<file path="src/rtl/chunked_seq_adder.sv">
// chunked_seq_adder
//   Multi-cycle adder/subtractor. WIDTH-bit operands are summed CHUNK bits per
//   clock, with the carry held in a register between chunks. START is taken in
//   IDLE only; BUSY covers the accept edge through the DONE cycle; DONE pulses
//   for one cycle when F/E/V are updated.
// Ports:
//   CLK, RST_N     rising-edge clock, asynchronous active-low reset
//   START          request (sampled only while idle)
//   SUB            0: A+B+C, 1: A-B-C (C is borrow-in)
//   A, B, C        operands and carry/borrow in, captured on accept
//   BUSY, DONE     handshake status
//   F, E, V        result, raw MSB carry out, signed overflow (held until next DONE)
module chunked_seq_adder #(
  parameter int WIDTH = 16,
  parameter int CHUNK = 4
) (
  input  logic             CLK,
  input  logic             RST_N,
  input  logic             START,
  input  logic             SUB,
  input  logic [WIDTH-1:0] A,
  input  logic [WIDTH-1:0] B,
  input  logic             C,
  output logic             BUSY,
  output logic             DONE,
  output logic [WIDTH-1:0] F,
  output logic             E,
  output logic             V
);

  localparam int NCH = WIDTH / CHUNK;
  localparam int IW  = (NCH > 1) ? $clog2(NCH) : 1;
  localparam logic [IW-1:0] LAST = IW'(NCH - 1);

  if (WIDTH < 2) begin : g_chk_width
    $error("chunked_seq_adder: WIDTH must be at least 2");
  end
  if ((CHUNK < 1) || (WIDTH % CHUNK != 0)) begin : g_chk_chunk
    $error("chunked_seq_adder: WIDTH must be a multiple of CHUNK");
  end

  typedef enum logic [1:0] {
    S_IDLE,
    S_RUN,
    S_DONE
  } state_t;

  state_t            r_state;
  state_t            w_next;
  logic [WIDTH-1:0]  r_opa;
  logic [WIDTH-1:0]  r_opb;
  logic [WIDTH-1:0]  r_res;
  logic [WIDTH-1:0]  w_res_next;
  logic              r_cy;
  logic [IW-1:0]     r_idx;
  logic [CHUNK-1:0]  w_ca;
  logic [CHUNK-1:0]  w_cb;
  logic [CHUNK:0]    w_sum;
  logic              w_cin_msb;
  logic              w_last;

  // State register
  always_ff @(posedge CLK or negedge RST_N) begin
    if (!RST_N) begin
      r_state <= S_IDLE;
    end else begin
      r_state <= w_next;
    end
  end

  // Next state and handshake outputs
  always_comb begin
    w_next = r_state;
    BUSY   = 1'b0;
    DONE   = 1'b0;
    unique case (r_state)
      S_IDLE: begin
        if (START) w_next = S_RUN;
      end
      S_RUN: begin
        BUSY = 1'b1;
        if (w_last) w_next = S_DONE;
      end
      S_DONE: begin
        BUSY   = 1'b1;
        DONE   = 1'b1;
        w_next = S_IDLE;
      end
      default: w_next = S_IDLE;
    endcase
  end

  // Operands shift right one chunk per RUN edge, so the active chunk is always
  // the low CHUNK bits; the partial result shifts in from the top and is fully
  // aligned after NCH edges. Equivalent to indexing slice k on edge k.
  assign w_last     = (r_idx == LAST);
  assign w_ca       = r_opa[CHUNK-1:0];
  assign w_cb       = r_opb[CHUNK-1:0];
  assign w_sum      = {1'b0, w_ca} + {1'b0, w_cb} + {{CHUNK{1'b0}}, r_cy};
  assign w_res_next = (r_res >> CHUNK) | (WIDTH'(w_sum[CHUNK-1:0]) << (WIDTH - CHUNK));
  // Carry into the MSB recovered from the MSB sum bit and its two inputs.
  assign w_cin_msb  = w_ca[CHUNK-1] ^ w_cb[CHUNK-1] ^ w_sum[CHUNK-1];

  // Datapath
  always_ff @(posedge CLK or negedge RST_N) begin
    if (!RST_N) begin
      r_opa <= '0;
      r_opb <= '0;
      r_res <= '0;
      r_cy  <= 1'b0;
      r_idx <= '0;
      F     <= '0;
      E     <= 1'b0;
      V     <= 1'b0;
    end else begin
      case (r_state)
        S_IDLE: begin
          if (START) begin
            r_opa <= A;
            r_opb <= SUB ? ~B : B;
            r_cy  <= C ^ SUB;
            r_idx <= '0;
          end
        end
        S_RUN: begin
          r_opa <= r_opa >> CHUNK;
          r_opb <= r_opb >> CHUNK;
          r_cy  <= w_sum[CHUNK];
          r_res <= w_res_next;
          r_idx <= r_idx + 1'b1;
          if (w_last) begin
            F <= w_res_next;
            E <= w_sum[CHUNK];
            V <= w_cin_msb ^ w_sum[CHUNK];
          end
        end
        default: ;
      endcase
    end
  end

endmodule

</file>
<file path="config.mk">
export PLATFORM = sky130hd
export DESIGN_NAME = chunked_seq_adder
export DESIGN_NICKNAME = d
export VERILOG_FILES = /design/src/rtl/chunked_seq_adder.sv
export SDC_FILE = /design/constraint.sdc
export NUM_CORES = 1
export LEC_CHECK = 0
export BUFFER_PORTS_ARGS = -buffer_cell sky130_fd_sc_hd__clkbuf_2
export CORE_ASPECT_RATIO = 0.6
export CORE_MARGIN = 1.5
export CORE_UTILIZATION = 35
export CTS_CLUSTER_DIAMETER = 30
export CTS_CLUSTER_SIZE = 14
export DETAILED_ROUTE_END_ITERATION = 8
export PLACE_DENSITY = 0.6
export SLEW_MARGIN = 0
export SYNTH_ARGS = -nofsm -noshare
export SYNTH_HDL_FRONTEND = slang
export SYNTH_SLANG_ARGS = --single-unit
</file>
<file path="constraint.sdc">
create_clock -name CLK -period 4.35 [get_ports CLK]
set_input_delay 0.6525 -clock CLK [delete_from_list [all_inputs] [get_ports CLK]]
set_output_delay 0.6525 -clock CLK [all_outputs]
set_load 0.02 [all_outputs]
</file>
After elaboration in Yosys (flattened, before gate mapping). Index checks and enable logic that the tools add are counted.

Input port bits: 37. Register bits: 71. Output and inout bits: 20. Word-level logic and storage cells: 43.

Bitwise operators: 6. Reductions and logical operators: 6. Multiplexer cells: 14. $add $sub $neg: 3. Equality and inequality tests: 5.

Operator list (number): 16-bit case mux with 2 select lines (2); 16-bit two-way mux (3); 16-bit NOT (1); 12-bit by 16-bit bitwise OR with 16-bit output (1); 2-bit case mux with 2 select lines (2); 2-bit two-way mux (3); 2-bit AND reduction (3); 4-bit by 4-bit adder with 5-bit output (1); 5-bit by 1-bit adder with 5-bit output (1); 2-bit == test (second input constant) (2); 2-bit != test (second input constant) (2); 1-bit XOR (4); 1-bit two-way mux (3); 2-bit by 1-bit adder with 2-bit output (second input constant) (1); 2-bit by 1-bit == test with 1-bit output (second input constant) (1); 2-bit logical NOT (1); 1-bit case mux with 2 select lines (1); 2-bit nonzero test (1); 2-bit OR reduction (1).

Logic depth before layout (Yosys ltp). Gate-level depths: netlist (run 1).

Depth after elaboration: 4. Depth in mapped cells: 7. Depth with buffers taken out: 7.

Least setup slack after synthesis (run 1). OpenSTA, ideal clock, no wires.

Kind: register -> register. Start point: register r_opa[0]. End point: register V. Clock period less this slack: 1.681 ns. Cell stages (with the launch flop): 8. Setup time: 0.128 ns. Path slack: 2.669 ns. Data required time: 4.222 ns. Arrival: 1.553 ns. Buffers on the path: 0. Path through: dfrtp_1 -> fa_1 -> inv_1 -> fa_1 -> nand2b_1 -> a21oi_1 -> xor2_1 -> o21ai_0.

Word-level cells in the longest chain between the ends: 4.

RTL lines: start: declaration (RTL line 50) `logic [WIDTH-1:0] r_opa;`; start signal: assignment (RTL line 126) `r_opa <= r_opa >> CHUNK;`; 4-bit by 4-bit adder with 5-bit output (*) (RTL line 99) `assign w_sum = {1'b0, w_ca} + {1'b0, w_cb} + {{CHUNK{1'b0}}, r_cy};`; 5-bit by 1-bit adder with 5-bit output (*) (RTL line 99); 1-bit XOR (RTL line 102) `assign w_cin_msb = w_ca[CHUNK-1] ^ w_cb[CHUNK-1] ^ w_sum[CHUNK-1];`; 1-bit XOR (*) (RTL line 134) `V <= w_cin_msb ^ w_sum[CHUNK];`; end signal: assignment (RTL line 134); end: declaration (RTL line 28) `output logic V`.

Mark *: on every way between the ends. The rest lies on a longest branch, timed or not. A chain may end at the register's enable or synchronous reset.

Worst setup path after layout (run 1).
Start point: register r_state[0]. End point: register r_opb[4].

Word-level cells in the longest chain between the ends: 3. Elaborated cells on any way between the ends: 6. Classes of those cells: eq/ne (2); mux (1); reduce/logical (3).

RTL lines: start: declaration (RTL line 48) `state_t r_state;`; start signal: assignment (RTL line 67) `r_state <= w_next;`; 2-bit by 1-bit == test with 1-bit output or 2-bit logical NOT (tied branches) (RTL line 116) `case (r_state)`; 2-bit nonzero test (no source line) or 2-bit != test (tied branches); 2-bit AND reduction (no source line); end signal: assignment (RTL line 120) `r_opb <= SUB ? ~B : B;`; end signal: assignment (RTL line 127) `r_opb <= r_opb >> CHUNK;`; end: declaration (RTL line 51) `logic [WIDTH-1:0] r_opb;`.

Several ways; a longest one is shown, not always the timed one.

==> flow_metrics.py, run 1 <==
metrics = {
    "setup_path": {
        "cp-start-kind": "flop",
        "cp.required_ns": 4.60,
        "critPathMaxFanout": 29,
        "cp_data_arrival_time_ns": 2.44,
        "critPathKind": "flop to flop",
        "critPathCaptureType": "flop",
    },
    "clock_network": {
        "cts_tree": "done",
        "postCtsSetupBuffers": 0,
        "insertion_delay_ns": 0.33,
        "holdBufCountCts": 0,
        "cts.clk_slew.worst_paths_ns": 0.06,
        "ctsResizeCount": 0,
        "cts.sinks": 67,
        "clockBufferDepth": 2,
        "cts-root-buf": "clkbuf_16",
        "cts_made_buffers": 9,
        "htreeDepth": 3,
    },
    "timing": {
        "rsz0062_at_grt": "no",
        "hold_viol_final": 0,
        "maxSlewViolCount": 0,
        "skew_ns": 0.00565,
        "fmax_mhz": 456,
        "tightest_slew_ns": 1.05,
        "whs_ns": 0.275,
        "min_period_ns": 2.19,
        "max-slew-margin-rel_pct": 30.0,
        "fin_crit_sh_pct": 50.4,
        "fin_tns_setup_ns": 0,
        "setup-violations-final": 0,
    },
    "yosys": {
        "synth_area_mm2": 0.00319,
        "synth_area_leaders": "dfrtp_1, o22ai_1, mux2_2, xor2_1, a21oi_1",
        "synth_xor_area_share_pct": 5.48,
        "ys_seq_area_share_pct": 52.5,
        "synth_seq_cells": 67,
        "synth_top_cell_by_area": "dfrtp_1",
        "synth_simple_gate_area_share_pct": 3.21,
        "synth_top_area_share_pct": 52.5,
        "syn_nets": 320,
        "synth_compound_area_share_pct": 20.3,
        "synth_top_family_by_area": "compound AO/OA/AOI/OAI gates",
        "yosysWarnings": 0,
        "yosysUniqueCellTypes": 28,
        "yosys-mux-area-fraction_pct": 8.81,
        "avgSynthCellArea_um2": 11.7,
        "synthAdderAreaFrac_pct": 4.00,
        "syn_inst": 274,
    },
    "job": {
        "max_cap_violations": 0,
    },
    "placed_design": {
        "dp_hpwl_mm": 4.86,
        "port_buffers": 56,
        "place_area_mm2": 0.00348,
        "dp_cells": 425,
        "place.gp.congestion": 0.765,
    },
    "pwr": {
        "finalPower_mw": 3.20,
        "power_density_mw_per_mm2": 850,
        "ir_drop_mv": 0.292,
        "p_leak_nw": 1.71,
    },
    "die": {
        "core_mm2": 0.00869,
        "start_util_pct": 36.8,
        "die-area_mm2": 0.00973,
        "rows": 26,
        "die_x_um": 126,
        "die_h_um": 77,
        "io_pins": 57,
    },
    "cells_and_area": {
        "postLayoutCellArea_mm2": 0.00377,
        "final_common_cell": "dfrtp_1",
        "nets": 370,
        "syn2layout_area_growth_pct": 17.9,
        "n_fill_cell": 840,
        "stdcell_count": 441,
        "antennaDiodeCount": 0,
        "layout-drive-gt1-share_pct": 32.2,
        "layout_common_cells": "dfrtp_1, clkbuf_2, o22ai_1",
    },
    "global_routing": {
        "gr-usage-met3_pct": 6.42,
        "grt-ovfl-total": 0,
        "grt_pass1_wl_mm": 12.0,
        "grt.busiest_layer": "met1",
        "antenna_found_initial": 0,
        "met2_usage_pct": 21.5,
        "gr-usage-met1_pct": 24.1,
        "grt.total_usage_pct": 16.1,
        "grt_pass1_vias": 2293,
        "grt_max_degree": 47,
    },
    "routing": {
        "postRouteAntennaNets": 0,
        "post_drt_wl_per_cell_um": 16.2,
        "drc": 0,
        "drt_wl_total_mm": 7.13,
        "drt-vias-per-instance": 5.32,
        "dr.pass1.iters": 4,
        "drt_iter0_drc": 149,
        "vias": 2347,
    },
    "run_status": {
        "outcome": "completed",
    },
    "min_path": {
        "hold_class": "input pin to async pin",
    },
}
state kept, by name (all words and copies together), names as in the netlist:
| register | flops |
|---|---|
| r_res | 12 |
| E | 1 |
| r_idx | 2 |
| r_cy | 1 |
| V | 1 |
| r_opa | 16 |
| r_opb | 16 |
| r_state | 2 |
| F | 16 |
routing by layer:
metal	routed length, um	part of all wire, %	up-vias
li1	-	-	1113
met1	3630	51	1148
met2	2990	42	80
met3	462	6.5	6
met4	56	0.79	0
met5	0	0	-
per-stage QoR:
stage / util [%] / worst slack, ns
after detailed placement: 40.1 / 2.19
after floorplan: - / 2.67
after CTS: 43.4 / 2.18
final: 43.4 / 2.16
after global placement: 40.1 / 2.22
after global routing: 43.4 / 1.95
area by class of cell:
cell class | count | area [um2] | share of cell area (%)
multi-input cells | 179 | 1340 | 35.4
clock buffers | 12 | 256 | 6.81
well taps | 112 | 140 | 3.72
repair buffers | 59 | 303 | 8.04
flip-flops and latches | 67 | 1680 | 44.5
inverters | 8 | 30.0 | 0.797
clock inverters | 4 | 25.0 | 0.664
worst max-delay path, stage by stage (launching register included):
cell,delay [ns]
dfrtp_1,0.39
inv_1,0.08
ha_1,0.15
buf_4,0.33
nand2b_4,0.27
nand2_2,0.50
o32ai_1,0.21
a21oi_1,0.17
report_power, final:
group / switching, mW / internal, mW / total [mW]
clock: 0.261 / 0.414 / 0.676
combinational: 0.810 / 0.584 / 1.39
sequential: 0.206 / 0.924 / 1.13
total: 1.28 / 1.92 / 3.20
kinds of logic (layout without fill, tap and decap cells):
logic type,Yosys count,in the layout
AO/OA/AOI/OAI,105,105
flip-flops,67,67
buffers and inverters,28,83
multiplexers,25,25
XOR/XNOR,20,20
AND/OR/NAND/NOR,20,20
adder cells (fa/ha/maj),9,9
Yosys cell counts (all sizes together):
| library cell | instances |
|---|---|
| o32ai | 1 |
| a21o | 1 |
| ha | 7 |
| clkbuf | 2 |
| a22o | 8 |
| xnor2 | 1 |
| mux2 | 25 |
| fa | 2 |
| a22oi | 4 |
| o21ai | 11 |
| nand2 | 13 |
| o22ai | 48 |
| nand2b | 3 |
| and2 | 1 |
| a21oi | 31 |
| nor2 | 3 |
| buf | 18 |
| xor2 | 19 |
| a32o | 1 |
| inv | 8 |
| dfrtp | 67 |
path summary, 6_finish.rpt:
check	slack, ns	depth (start not counted)	start	end
min	0.27	1	RST_N	F[12]$_DFFE_PN0P_
min in group CLK	0.49	2	F[14]$_DFFE_PN0P_	F[14]$_DFFE_PN0P_
min reg2reg	0.49	2	F[14]$_DFFE_PN0P_	F[14]$_DFFE_PN0P_
max	2.16	7	r_state[0]$_DFFE_PN0P_	r_opb[4]$_DFFE_PN0P_
max in group asynchronous	3.11	2	RST_N	F[11]$_DFFE_PN0P_
max reg2reg	2.16	7	r_state[0]$_DFFE_PN0P_	r_opb[4]$_DFFE_PN0P_
Power figures use the tool's default switching activity.
==> inputs of run 2 (changes only) <==
ABC_AREA = 1   (was default)
PLACE_DENSITY = 0.63   (was 0.6)
clock period = 2 ns   (was 4.35 ns; I/O delays follow)
==> run 2 against run 1 <==
  * Power rose by 110%
  * Sequential share of layout area up 0.12 points
  * Clock-buffer cell count grew 1
  * Final cell count is 17% higher
  * Fmax is 28% higher
  * Design area fell by 0.27%
  * Worst hold slack worse by 0.11 ns
  * Non-clock buffer count grew 6
  * Utilization increased by 0.88 points
  * Clock power rose by 120%
  * Via count grew 0.51%
  * Critical endpoint is now V$_DFFE_PN0P_
  * Largest cell class unchanged
==> flow_metrics.py, run 2 <==
metrics = {
    "routing": {
        "postRouteAntennaNets": 0,
        "vias": 2359,
        "drt_iter0_drc": 141,
        "post_drt_wl_per_cell_um": 12.7,
        "drt_wl_total_mm": 6.59,
        "drc": 0,
        "drt-vias-per-instance": 4.55,
        "dr.pass1.iters": 4,
    },
    "cells_and_area": {
        "top_regs": "F: 16 flops, r_opa: 16 flops, r_opb: 16 flops",
        "layout_common_cells": "nand2_1, dfrtp_1, clkbuf_2",
        "final_common_cell": "nand2_1",
        "antennaDiodeCount": 0,
        "nets": 448,
        "n_fill_cell": 834,
        "postLayoutCellArea_mm2": 0.00376,
        "syn2layout_area_growth_pct": 23.2,
        "layout-drive-gt1-share_pct": 21.7,
    },
    "yosys": {
        "yosysWarnings": 0,
        "synth_area_mm2": 0.00305,
        "synth_seq_cells": 67,
        "ys_seq_area_share_pct": 55.0,
        "async_flop_share_pct": 100,
        "synth_simple_gate_area_share_pct": 21.0,
        "avgSynthCellArea_um2": 8.94,
        "synth_top_family_by_area": "simple AND/OR/NAND/NOR gates",
        "syn_inst": 341,
        "yosysUniqueCellTypes": 21,
        "syn_nets": 387,
        "synth.most_common_cell": "nand2_1",
        "synth_top_cell_by_area": "dfrtp_1",
        "synthAdderAreaFrac_pct": 4.19,
        "yosys-mux-area-fraction_pct": 0,
        "synth_area_leaders": "dfrtp_1, nand2_1, o21ai_0, nor2_1, xor2_1",
        "synth_top_area_share_pct": 55.0,
        "synth_compound_area_share_pct": 8.83,
        "synth_edf_count": 0,
        "synth_common_cells": "nand2_1, dfrtp_1, nor2_1",
        "dominantRegCellSynth": "dfrtp_1",
        "synth_xor_area_share_pct": 5.17,
    },
    "clock_network": {
        "cts_made_buffers": 9,
        "cts_tree": "done",
        "cts.sinks": 67,
        "clockBufferDepth": 2,
        "holdBufCountCts": 1,
        "cts.clk_slew.worst_paths_ns": 0.05,
        "htreeDepth": 3,
        "cts-root-buf": "clkbuf_16",
        "insertion_delay_ns": 0.33,
        "ctsResizeCount": 0,
        "postCtsSetupBuffers": 0,
    },
    "timing": {
        "tightest_slew_ns": 0.486,
        "whs_ns": 0.164,
        "maxSlewViolCount": 0,
        "fin_ws_ns": 0.289,
        "max-slew-margin-rel_pct": 67.6,
        "setup-violations-final": 0,
        "rsz0062_at_grt": "no",
        "skew_ns": 0.00322,
        "fmax_mhz": 584,
        "fin_crit_sh_pct": 85.6,
        "fin_tns_setup_ns": 0,
        "min_period_ns": 1.71,
        "hold_viol_final": 0,
    },
    "setup_path": {
        "crit_buf_inv": 2,
        "path_cells": "fa_1 -> inv_1 -> fa_1 -> inv_1 -> nand2_1 -> nand2_1 -> nand2_1 -> nand2_1 -> nand3_1 -> nand2_1",
        "critPathTopFamily": "adder cells",
        "cp.required_ns": 2.22,
        "critPathMaxFanout": 2,
        "cp_data_arrival_time_ns": 1.93,
        "critPathKind": "flop to flop",
        "cpPeakStageDelay_ns": 0.45,
        "critPathCaptureType": "flop",
        "cp-start-kind": "flop",
        "slowest_stage": "fa_1",
        "crit_top_cell": "nand2_1",
    },
    "die": {
        "die_h_um": 75.3,
        "io_pins": 57,
        "start_util_pct": 35.9,
        "die-area_mm2": 0.00930,
        "rows": 26,
        "core_mm2": 0.00849,
        "die_x_um": 123,
    },
    "global_routing": {
        "grt-ovfl-total": 0,
        "grt_pass1_vias": 2293,
        "grt_pass1_wl_mm": 10.9,
        "grt.total_usage_pct": 15.7,
        "antenna_found_initial": 0,
        "grt_max_degree": 68,
    },
    "min_path": {
        "hold_class": "input pin to flop",
    },
    "placed_design": {
        "place_area_mm2": 0.00347,
        "port_buffers": 56,
        "pre_cts_slack_ns": 0.310,
        "place.gp.congestion": 0.787,
        "dp_hpwl_mm": 4.66,
    },
    "job": {
        "max_cap_violations": 0,
    },
    "pwr": {
        "ir_drop_mv": 0.637,
        "power_density_mw_per_mm2": 1780,
        "p_leak_nw": 1.94,
        "finalPower_mw": 6.67,
    },
    "run_status": {
        "outcome": "completed",
    },
}
-- run 2: cell count changes after synthesis, moves of 15 or more --
cell,before,now
nand3_1,0,16
inv_1,7,22
mux2_2,25,0
nor2_1,2,33
a21oi_1,30,1
o21ai_0,11,27
nand2_1,11,108
o22ai_1,48,15
-- run 2: layout make-up --
| cell class | instances | area (um2) | area share, % |
|---|---|---|---|
| clock buffers | 13 | 270 | 7.20 |
| clock inverters | 2 | 10.0 | 0.266 |
| inverters | 24 | 90.1 | 2.40 |
| multi-input cells | 235 | 1190 | 31.8 |
| flip-flops and latches | 67 | 1680 | 44.6 |
| well taps | 112 | 140 | 3.73 |
| repair buffers | 65 | 375 | 9.99 |
-- run 2: cell families (layout without fill, tap and decap cells) --
logic type | after synthesis | count (layout)
xor gates and xnor gates | 18 | 18
buffers and inverters | 39 | 104
adders and majority gates | 9 | 9
DFF | 67 | 67
AOI/OAI and AO/OA | 47 | 47
and+or+nand+nor | 161 | 161
-- run 2: worst paths after layout --
path,to,slack (ns),cells past startpoint,from
worst min register to register,r_res[6]$_DFFE_PN0P_,0.48,2,r_res[10]$_DFFE_PN0P_
worst min-delay path,r_opa[14]$_DFFE_PN0P_,0.16,3,A[14]
worst max register to register,V$_DFFE_PN0P_,0.29,10,r_opa[0]$_DFFE_PN0P_
min in group asynchronous,r_opa[13]$_DFFE_PN0P_,0.50,3,RST_N
worst max-delay path,V$_DFFE_PN0P_,0.29,10,r_opa[0]$_DFFE_PN0P_
max in group asynchronous,F[15]$_DFFE_PN0P_,1.18,3,RST_N
-- run 2: worst reg2reg max path, cell delays in order, from the launching register on --
cell and delay (ns):
dfrtp_1 0.40, fa_1 0.45, inv_1 0.10, fa_1 0.22, inv_1 0.06, nand2_1 0.06, nand2_1 0.05, nand2_1 0.07
nand2_1 0.06, nand3_1 0.08, nand2_1 0.05
-- run 2: routing by layer --
layer / part of all wire, % / global-route usage, %
met1: 51 / 22.3
met2: 41 / 21.9
met3: 6.9 / 5.91
met4: 1.0 / 5.75
met5: 0 / 0
-- run 2: where the power goes --
part / leakage (nW) / internal [mW] / switching, mW
clock: 0.141 / 0.928 / 0.531
sequential: 0.836 / 2.01 / 0.384
combinational: 0.961 / 1.04 / 1.78
total: 1.94 / 3.98 / 2.69
-- run 2: metrics by stage --
| step | std cells | util (%) |
|---|---|---|
| 3_3_place_gp | 502 | 40.8 |
| 3_5_place_dp | 502 | 40.8 |
| 2_1_floorplan | 341 | - |
| 6_report | 518 | 44.2 |
| 5_1_grt | 518 | 44.2 |
| 4_1_cts | 518 | 44.2 |
==> inputs of run 3 (changes only) <==
ABC_AREA = default   (was 1)
PLACE_DENSITY = 0.62   (was 0.63)
==> run 3 against run 2 <==
  * Sequential power rose by 3%
  * Wire length is 8.9% higher
  * First-iteration DRC count is 19% lower
  * Clock power rose by 9%
==> flow_metrics.py, run 3 (synthesized netlist as in run 1, its figures left out) <==
metrics = {
    "placed_design": {
        "dp_hpwl_mm": 4.98,
        "place.gp.congestion": 0.787,
        "port_buffers": 56,
    },
    "pwr": {
        "ir_drop_mv": 0.645,
        "switching_share_pct": 39.6,
        "power_density_mw_per_mm2": 1850,
        "switching_power_mw": 2.82,
        "clkPwrFrac_pct": 22.4,
        "p_leak_nw": 1.75,
        "p_comb_share_pct": 43.1,
        "finalPower_mw": 7.13,
        "pwr-share-seq_pct": 34.6,
        "p_int_mw": 4.30,
    },
    "die": {
        "die-area_mm2": 0.00973,
        "rows": 26,
        "die_x_um": 126,
        "core_mm2": 0.00869,
        "io_pins": 57,
        "start_util_pct": 36.8,
        "die_h_um": 77,
    },
    "setup_path": {
        "critPathMaxFanout": 3,
        "cp.required_ns": 2.21,
        "cp-start-kind": "flop",
        "cp_data_arrival_time_ns": 2.05,
        "critPathKind": "flop to flop",
        "critPathCaptureType": "flop",
    },
    "cells_and_area": {
        "antennaDiodeCount": 0,
        "final_common_cell": "dfrtp_1",
        "syn2layout_area_growth_pct": 20.6,
        "layout-drive-gt1-share_pct": 33.6,
        "final_util_pct": 44.4,
        "layout_common_cells": "dfrtp_1, clkbuf_2, o22ai_1",
        "nets": 377,
        "n_fill_cell": 845,
        "top_regs": "F: 16 flops, r_opa: 16 flops, r_opb: 16 flops",
    },
    "routing": {
        "postRouteAntennaNets": 0,
        "post_drt_wl_per_cell_um": 16.0,
        "drt_wl_total_mm": 7.18,
        "drc": 0,
        "dr.pass1.iters": 4,
        "vias": 2307,
        "drt-vias-per-instance": 5.15,
        "drt_iter0_drc": 114,
    },
    "min_path": {
        "hold_class": "input pin to flop",
    },
    "clock_network": {
        "cts.clk_slew.worst_paths_ns": 0.06,
        "htreeDepth": 3,
        "cts_tree": "done",
        "cts.sinks": 67,
        "clockBufferDepth": 2,
        "insertion_delay_ns": 0.33,
        "cts_made_buffers": 9,
        "cts-root-buf": "clkbuf_16",
    },
    "timing": {
        "fin_crit_sh_pct": 92.2,
        "hold_viol_final": 0,
        "max-slew-margin-rel_pct": 62.6,
        "min_period_ns": 1.84,
        "skew_ns": 0.00717,
        "rsz0062_at_grt": "no",
        "maxSlewViolCount": 0,
        "fin_tns_setup_ns": 0,
        "setup-violations-final": 0,
        "tightest_slew_ns": 0.561,
        "fmax_mhz": 542,
    },
    "global_routing": {
        "grt-ovfl-total": 0,
        "grt_pass1_vias": 2208,
        "grt_max_degree": 35,
        "antenna_found_initial": 0,
        "grt_pass1_wl_mm": 11.9,
        "grt.total_usage_pct": 16.0,
    },
    "job": {
        "max_cap_violations": 0,
    },
    "run_status": {
        "outcome": "completed",
    },
}
==> run 3: cell count changes in the layout (fill, tap and decap cells not counted), moves of 4 or more <==
cell	change
a21oi_1	+29
a22o_1	+8
a22oi_1	+4
inv_1	-15
mux2_2	+25
nand2_1	-97
nand3_1	-16
nor2_1	-31
o21ai_0	-16
o21ai_2	-4
o22ai_1	+33
xor2_1	+5
==> run 3: area by class of cell <==
type                       count  area (um2)  share of cell area [%]
clock inverter                 7        76.3                    1.98
clock buffer                   9         225                    5.84
inverter                       8        30.0                   0.779
multi-input combinational    179        1340                    34.6
tap                          112         140                    3.64
sequential                    67        1680                    43.5
timing repair buffer          66         370                    9.61
==> run 3: final timing paths <==
| path | from | endpoint | slack, ns | depth (start not counted) |
|---|---|---|---|---|
| setup / recovery | r_opb[0]$_DFFE_PN0P_ | V$_DFFE_PN0P_ | 0.16 | 7 |
| hold / removal | A[13] | r_opa[13]$_DFFE_PN0P_ | 0.26 | 3 |
| setup reg to reg | r_opb[0]$_DFFE_PN0P_ | V$_DFFE_PN0P_ | 0.16 | 7 |
| hold reg to reg | F[13]$_DFFE_PN0P_ | F[13]$_DFFE_PN0P_ | 0.49 | 2 |
| max in group asynchronous | RST_N | r_idx[1]$_DFFE_PN0P_ | 1.08 | 3 |
| min in group asynchronous | RST_N | F[9]$_DFFE_PN0P_ | 0.30 | 2 |
==> run 3: through the flow <==
stage / setup WS (ns) / instance area [um2] / hold slack (ns) / std cells
after global routing: 0.000270 / 3850 / 0.271 / 448
after global placement: 0.200 / 3540 / 0.109 / 431
final: 0.156 / 3850 / 0.256 / 448
after CTS: 0.162 / 3850 / 0.253 / 448
after detailed placement: 0.153 / 3540 / 0.107 / 431
after floorplan: 0.319 / 3190 / 0.00441 / 274
==> run 3: power by group through the flow <==
stage                     combinational [mW]  clock, mW  sequential (mW)
after global routing                    3.39       1.70             2.55
after floorplan                         2.27          0             2.56
after global placement                  3.01          0             2.46
final                                   3.07       1.59             2.46
after detailed placement                3.09          0             2.49
after CTS                               3.10       1.64             2.47
==> run 3: layer usage <==
layer  vias to the layer above  GRT usage (%)  wire length [um]
met1                      1106           24.3              3770
met3                         8           5.16               350
li1                       1136              -                 -
met2                        57           21.3              2970
met5                         -              0                 0
met4                         0           4.83                91
==> run 3: critical path, stage by stage (launching register included) <==
cell      delay (ns)
dfrtp_1         0.41
fa_1            0.21
inv_1           0.06
fa_1            0.39
nand2b_1        0.16
a21oi_1         0.24
xor2_1          0.17
o21ai_0         0.08
==> run 3: repair_timing <==
item                      in CTS  in global routing
hold buffers                   1                  0
hold endpoints to repair      33                  0
resized for setup              0                  0
setup buffers                  0                  0
